`src/rtl/serial_rx_deframer_pkg.sv`:
```
// Shared serial line definitions: parity modes, receiver FSM states and
// the baud divider rule used by both the receiver and the transmitter.
package serial_rx_deframer_pkg;

  localparam int PARITY_NONE = 0;
  localparam int PARITY_ODD  = 1;
  localparam int PARITY_EVEN = 2;

  typedef enum logic [2:0] {
    ST_IDLE   = 3'd0,
    ST_START  = 3'd1,
    ST_DATA   = 3'd2,
    ST_PARITY = 3'd3,
    ST_STOP   = 3'd4,
    ST_BREAK  = 3'd5
  } state_t;

  // Clocks per oversample tick, rounded to nearest.
  function automatic int calc_div(
    input int clk_freq,
    input int baud,
    input int os
  );
    return (clk_freq + (baud * os) / 2) / (baud * os);
  endfunction

endpackage

```
`src/rtl/serial_rx_deframer_baud_tick.sv`:
```
// Oversample tick generator: one-cycle tick every DIV clocks,
// restartable so the sample grid can lock onto a start edge.
module serial_baud_tick #(
  parameter int DIV = 27
) (
  input  logic clk,
  input  logic rst,
  input  logic restart,
  output logic tick
);

  localparam int CW = (DIV > 1) ? $clog2(DIV) : 1;

  logic [CW-1:0] cnt;

  always_ff @(posedge clk) begin
    if (rst || restart) begin
      cnt  <= '0;
      tick <= 1'b0;
    end else if (cnt == CW'(DIV - 1)) begin
      cnt  <= '0;
      tick <= 1'b1;
    end else begin
      cnt  <= cnt + 1'b1;
      tick <= 1'b0;
    end
  end

endmodule

```
`src/rtl/serial_rx_deframer.sv`:
```
// UART receive deframer: oversampled start/data/parity/stop recovery
// with a valid/ready byte output and cts flow control.
module serial_rx_deframer
  import serial_rx_deframer_pkg::*;
#(
  parameter int CLK_FREQ   = 50000000,
  parameter int BAUD_RATE  = 115200,
  parameter int OVERSAMPLE = 16,
  parameter int PARITY     = PARITY_EVEN
) (
  input  logic       clk,
  input  logic       rst,
  input  logic       rx,
  output logic [7:0] data_out,
  output logic       data_valid,
  input  logic       data_ready,
  output logic       parity_err,
  output logic       frame_err,
  output logic       overrun,
  output logic       cts
);

  localparam int DIV = calc_div(CLK_FREQ, BAUD_RATE, OVERSAMPLE);
  localparam int SW  = $clog2(OVERSAMPLE);

  localparam logic [SW-1:0] S_LO  = SW'(OVERSAMPLE / 2 - 1);
  localparam logic [SW-1:0] S_MID = SW'(OVERSAMPLE / 2);
  localparam logic [SW-1:0] S_HI  = SW'(OVERSAMPLE / 2 + 1);
  localparam logic [SW-1:0] S_END = SW'(OVERSAMPLE - 1);
  localparam logic          ODD_P = (PARITY == PARITY_ODD);

  state_t        state;
  logic          rx_m;
  logic          rxs;
  logic [SW-1:0] samp;
  logic [2:0]    bitcnt;
  logic [7:0]    sh;
  logic          s_lo;
  logic          s_mid;
  logic          perr;
  logic          tick;
  logic          restart;
  logic          maj;
  logic          decide;
  logic          bit_end;

  assign restart = (state == ST_IDLE) && !rxs;
  assign decide  = tick && (samp == S_HI);
  assign bit_end = tick && (samp == S_END);
  assign maj     = (s_lo & s_mid) | (s_lo & rxs) | (s_mid & rxs);

  serial_baud_tick #(
    .DIV(DIV)
  ) u_tick (
    .clk    (clk),
    .rst    (rst),
    .restart(restart),
    .tick   (tick)
  );

  always_ff @(posedge clk) begin
    if (rst) begin
      rx_m       <= 1'b1;
      rxs        <= 1'b1;
      state      <= ST_IDLE;
      samp       <= '0;
      bitcnt     <= '0;
      sh         <= '0;
      s_lo       <= 1'b1;
      s_mid      <= 1'b1;
      perr       <= 1'b0;
      data_out   <= '0;
      data_valid <= 1'b0;
      parity_err <= 1'b0;
      frame_err  <= 1'b0;
      overrun    <= 1'b0;
      cts        <= 1'b0;
    end else begin
      rx_m    <= rx;
      rxs     <= rx_m;
      overrun <= 1'b0;
      cts     <= ~data_valid;
      if (data_valid && data_ready)
        data_valid <= 1'b0;
      if (state == ST_IDLE)
        samp <= '0;
      else if (tick)
        samp <= samp + 1'b1;
      if (tick && samp == S_LO)
        s_lo <= rxs;
      if (tick && samp == S_MID)
        s_mid <= rxs;
      case (state)
        ST_IDLE: begin
          if (!rxs)
            state <= ST_START;
        end
        ST_START: begin
          if (decide && maj) begin
            state <= ST_IDLE;
          end else if (bit_end) begin
            state  <= ST_DATA;
            bitcnt <= '0;
          end
        end
        ST_DATA: begin
          if (decide)
            sh <= {maj, sh[7:1]};
          if (bit_end) begin
            bitcnt <= bitcnt + 1'b1;
            if (bitcnt == 3'd7)
              state <= (PARITY == PARITY_NONE) ? ST_STOP : ST_PARITY;
          end
        end
        ST_PARITY: begin
          if (decide)
            perr <= (^sh) ^ maj ^ ODD_P;
          if (bit_end)
            state <= ST_STOP;
        end
        // Leave mid-stop-bit so the next start edge is never missed.
        ST_STOP: begin
          if (decide) begin
            if (!maj && sh == 8'h00 && !rxs)
              state <= ST_BREAK;
            else
              state <= ST_IDLE;
            if (!data_valid || data_ready) begin
              data_out   <= sh;
              parity_err <= perr;
              frame_err  <= ~maj;
              data_valid <= 1'b1;
            end else begin
              overrun <= 1'b1;
            end
          end
        end
        ST_BREAK: begin
          if (rxs)
            state <= ST_IDLE;
        end
        default: state <= ST_IDLE;
      endcase
    end
  end

endmodule

```
`config.mk`:
```
export PLATFORM = sky130hd
export DESIGN_NAME = serial_rx_deframer
export DESIGN_NICKNAME = d
export VERILOG_FILES = /design/src/rtl/serial_rx_deframer_pkg.sv /design/src/rtl/serial_rx_deframer_baud_tick.sv /design/src/rtl/serial_rx_deframer.sv
export SDC_FILE = /design/constraint.sdc
export NUM_CORES = 1
export LEC_CHECK = 0
export ABC_CLOCK_PERIOD_IN_PS = 2150
export BUFFER_PORTS_ARGS = -buffer_cell sky130_fd_sc_hd__buf_4
export CAP_MARGIN = 5
export CORE_ASPECT_RATIO = 0.7
export CORE_MARGIN = 5
export CORE_UTILIZATION = 58
export DETAILED_ROUTE_END_ITERATION = 10
export PLACE_DENSITY = 0.87
export SETUP_SLACK_MARGIN = 0.2
export SLEW_MARGIN = 25
export SYNTH_ARGS = -nofsm -noshare
export SYNTH_HDL_FRONTEND = slang
export SYNTH_SLANG_ARGS = --single-unit
export TNS_END_PERCENT = 20
```
`constraint.sdc`:
```
create_clock -name clk -period 2.15 [get_ports clk]
set_clock_uncertainty 0.15 [all_clocks]
set_input_delay 0.43 -clock clk [delete_from_list [all_inputs] [get_ports clk]]
set_output_delay 0.43 -clock clk [all_outputs]
set_load 0.03 [all_outputs]
```
; Yosys cells after proc, flatten, opt, wreduce, memory -nomap -nowiden
; Cells that the tools add are included.
[classes]
addsub = 3
eq_ne = 20
mux = 20
bitwise_logic = 10
reduce_logical = 26
[op_table]
columns = cell, count
row1 = 3-bit 2-to-1 mux, 12
row2 = 3-bit case mux with 6 select lines, 1
row3 = 2-bit != test (second input constant), 8
row4 = 4-bit equality test (second input constant), 3
row5 = 3-bit equality test (second input constant), 3
row6 = 1-bit logical AND, 9
row7 = 8-bit logical NOT, 1
row8 = 8-bit XOR reduction, 1
row9 = 7-bit AND reduction, 1
row10 = 3-bit by 2-bit equality test with 1-bit output (second input constant), 2
row11 = 1-bit 2-to-1 mux, 6
row12 = 3-bit case mux with 2 select lines, 1
row13 = 5-bit by 1-bit adder with 5-bit output (second input constant), 1
row14 = 5-bit equality test (second input constant), 1
row15 = 4-bit by 1-bit adder with 4-bit output (second input constant), 1
row16 = 4-bit by 3-bit equality test with 1-bit output (second input constant), 1
row17 = 1-bit inverter, 4
row18 = 2-bit AND reduction, 2
row19 = 4-bit AND reduction, 1
row20 = 2-bit OR reduction, 2
row21 = 3-bit by 1-bit adder with 3-bit output (second input constant), 1
row22 = 1-bit AND, 3
row23 = 3-bit by 1-bit equality test with 1-bit output (second input constant), 1
row24 = 1-bit logical NOT, 3
row25 = 8 further kinds, 10
[word_totals]
register_bits = 42
inputBits = 4
out_inout_bits = 13
wordCells = 96

; Logic depth before layout (Yosys ltp)
[logic_depth]
ltp_word = 9
ltp_mapped = 7
ltp_nobuf = 6

; By module
; From an unflattened synthesis, not the netlist that was laid out.
[hier_totals]
cells_unflattened = 197
area_unflattened_um2 = 1905.6
[by_module_without_submodules]
columns = mod, n_inst, cells_per_inst, area_each_um2
row1 = serial_rx_deframer, 1, 174, 1677.9
row2 = serial_baud_tick, 1, 23, 227.7

; Worst setup path after synthesis
; OpenSTA, ideal clock, no wires.
[synth_path]
path_type = flip-flop to flip-flop
startpoint = reg samp[0]
endpoint = reg state[2]
arrival_ns = 1.523
t_required_ns = 1.913
setup_slack_ns = 0.390
stages_incl_launch_ff = 6
path_buffers = 0
synth_period_minus_slack_ns = 1.760
cell_sequence = dfxtp_1 ha_1 and4_1 o41a_1 a311o_1 o31ai_1
[synth_between]
elab_chain_len = 5
elab_cells_between_ends = 12
cone_classes = 6 x eq/ne / 2 x mux / 4 x reduce/logical
[synth_rtl]
columns = element, line
row1 = from (decl), serial_rx_deframer.sv:35  ; logic [SW-1:0] samp;
row2 = from (signal assigned), serial_rx_deframer.sv:88  ; samp <= samp + 1'b1;
row3 = 4-bit equality test, serial_rx_deframer.sv:48  ; assign decide = tick && (samp == S_HI);
row4 = 1-bit logical AND, serial_rx_deframer.sv:48
row5 = 1-bit logical AND, serial_rx_deframer.sv:99  ; if (decide && maj) begin
row6 = 3-bit != test (no line) or 3-bit 2-to-1 mux (tied branches), n/a
row7 = 7-bit AND reduction (no line) or 3-bit case mux with 6 select lines (tied branches), n/a
row8 = to (signal assigned), serial_rx_deframer.sv:112  ; state <= (PARITY == PARITY_NONE) ? ST_STOP : ST_PARITY;
row9 = to (decl), serial_rx_deframer.sv:32  ; state_t state;
; Several ways; a longest one is shown, not always the timed one.
; A chain may end at the register's enable or synchronous reset.

; Worst setup path after layout
[layout_path]
startpoint = reg state[0]
endpoint = reg state[2]
[layout_between]
elab_chain_len = 3
elab_cells_between_ends = 15
cone_classes = 12 x eq/ne / 1 x mux / 2 x reduce/logical
[layout_rtl]
columns = element, line
row1 = "3-bit by 1-bit equality test with 1-bit output, or another cell as far along", serial_rx_deframer.sv:93  ; case (state)
row2 = 3-bit != test (no line) or 2-bit != test (tied branches), n/a
row3 = 7-bit AND reduction (no line), n/a
; Several ways; a longest one is shown, not always the timed one.

==> results_dict.tcl <==
set metrics [dict create \
    status "completed" \
    ant_nets 0 \
    timing.fmax_ghz 0.529 \
    dieArea_um2 4670 \
    path_max_fanout 12 \
    die_w_um 79.5 \
    drc_errors 0 \
    fin_crit_sh 0.879 \
    critPathMaxStageDelay_ns 0.54 \
    grt_usage 0.174 \
    via_count 1520 \
    clockBufferDepth 2 \
    core_um2 3210 \
    worst_ir_drop_vdd_v 0.000485 \
    syn_area_per_cell_um2 9.17 \
    hold_viol_final 0 \
    layout-drive-gt1-share 0.150 \
    synth_top_area_share 0.428 \
    n_antenna_cell 0 \
    slew_viol_final 0 \
    crit_path_end_kind "register" \
    hold_buffers 0 \
    clk_pin_slew_ns 0.08 \
    fin_util 0.701 \
    grt_pass1_wl_mm 6.29 \
    rows 17 \
    yosysWarnings 0 \
    worstMarginPinSlew_ns 0.360 \
    fin_nets 247 \
    crit_slowest_cell "dfxtp_1" \
    maxCapViolations 0 \
    ys_seq_area_frac 0.428 \
    period_minus_slack_ns 1.89 \
    clock_latency_ns 0.29 \
    synth_edf_count 0 \
    synthDistinctLibCells 38 \
    slew_headroom 0.759 \
    grt_pass1_vias 1375 \
    synth_common_cells "dfxtp_1, nor2_1, mux2i_1" \
    cts_tree "built" \
    syn_area_um2 1960 \
    postSynthRegisterBits 42 \
    crit_type "reg2reg" \
    setup_viol 0 \
    tns_ns 0 \
    synth_cells 214 \
    ys.flop_type "dfxtp_1" \
    synth_area_leader_cell "dfxtp_1" \
    syn_nets 229 \
    antenna_found_initial 0 \
    cp.required_ns 2.21 \
    rsz0062_at_grt "true" \
    wirelength_mm 3.68 \
    crit_chain "inv_1 > o41a_1 > a311o_1 > o31ai_1" \
    area_delta_synth_final_pct 14.7 \
    arrival_ns 1.95 \
    ys_top_cells_by_area "dfxtp_1, mux2i_1, ha_1" \
    gp_congestion 0.885 \
    async_reset_ff_frac 0 \
    postCtsSetupBuffers 0 \
    synthMostInstantiatedCell "dfxtp_1" \
    htreeDepth 2 \
    nFillCells 248 \
    io_buffers 16 \
    cts_root_buf "clkbuf_8" \
    setup.worst_path.start_class "register" \
    grt_max_degree 33 \
    start_util 0.611 \
    wl_per_cell_um 13.1 \
    die_h_um 58.7 \
    gr-total-overflow 0 \
    whs_path_depth 2 \
    clock_sinks 42 \
    dr.first_iter.drc_count 47 \
    leakage_uw 0.000996 \
    cts_buffers 5 \
    io-pin-count 17 \
    viasPerCell 5.43 \
    hp-class "in2reg" \
    worst-r2r-cell-count 4 \
    p_per_area_nw_per_um2 678 \
    dpl.hpwl_mm 2.59 \
    dr.pass1.iters 4 \
]
[path summary, 6_finish.rpt]
kind | from | endpoint | slack [ns]
hold reg to reg | rx_m | rxs | 0.27
hold / removal | rx | rx_m | 0.17
setup reg to reg | state[0] | state[2] | 0.26
setup / recovery | state[0] | state[2] | 0.26
[registers in the layout, summed over array words and instances (netlist names)]
signal and count:
bitcnt 3, cts 1, data_out 8, data_valid 1
frame_err 1, overrun 1, parity_err 1, perr 1
rx_m 1, rxs 1, s_lo 1, s_mid 1
samp 4, sh 8, state 3, u_tick.cnt 5
u_tick.tick 1
[power breakdown]
| group | switching, uW | internal [uW] |
|---|---|---|
| Sequential | 25.9 | 796 |
| Combinational | 59.1 | 42.1 |
| Clock | 263 | 342 |
[placed cells by master (no fill, tap or decap), types with 5 or more instances in the layout]
cell,count
dfxtp_1,40
nor2_1,33
mux2i_1,22
buf_4,20
inv_1,18
nand2_1,13
ha_1,10
xnor2_1,7
nand4b_1,5
o21ai_0,5
a21oi_1,5
clkbuf_8,5
[logic make-up (layout without fill, tap and decap cells)]
family,count (synthesis),after routing,share of synthesized area
mux,22,22,0.112
xor+xnor,11,11,0.0491
flops,42,42,0.428
buf+inv,27,46,0.0542
compound gates,23,23,0.0848
fa+ha+maj,12,12,0.0752
simple gates,77,77,0.196
[cell type report]
cell class | instances | area [um^2] | area share
timing repair buffer | 20 | 150 | 0.0667
inverter | 18 | 67.6 | 0.0300
clock inverter | 3 | 40.0 | 0.0178
tap | 47 | 58.8 | 0.0261
clock buffer | 5 | 68.8 | 0.0306
multi-input combinational | 145 | 1020 | 0.454
sequential | 42 | 843 | 0.374
[repair_timing]
item | 4_1_cts | 5_1_grt
endpoints found under the setup margin | 0 | 10
hold endpoints to repair | 0 | 0
gates resized for setup | 0 | 4
[per-layer routing]
layer / vias to the layer above / GRT usage / share of wire
met5: - / 0 / 0
met4: 0 / 0.0809 / 0.018
met1: 701 / 0.238 / 0.49
li1: 767 / - / -
met3: 7 / 0.0550 / 0.069
met2: 45 / 0.250 / 0.42
[metrics by stage]
| stage | instances | area [um^2] | hold slack (ns) | total power [uW] | worst slack, ns |
|---|---|---|---|---|---|
| after detailed placement | 272 | 2130 | 0.249 | 940 | 0.259 |
| after CTS | 280 | 2240 | 0.162 | 1540 | 0.221 |
| after global placement | 272 | 2130 | 0.242 | 935 | 0.293 |
| after floorplan | 214 | 1960 | 0.239 | 914 | 0.390 |
| final | 280 | 2250 | 0.167 | 1530 | 0.260 |
| after global routing | 280 | 2250 | 0.159 | 1600 | 0.186 |
[critical path, delay by kind of cell (launching register included)]
family	cells	cell delay, ns
AO/OA/AOI/OAI	3	0.90
buffers and inverters	1	0.23
flip-flops	1	0.54
Power figures use the tool's default switching activity.
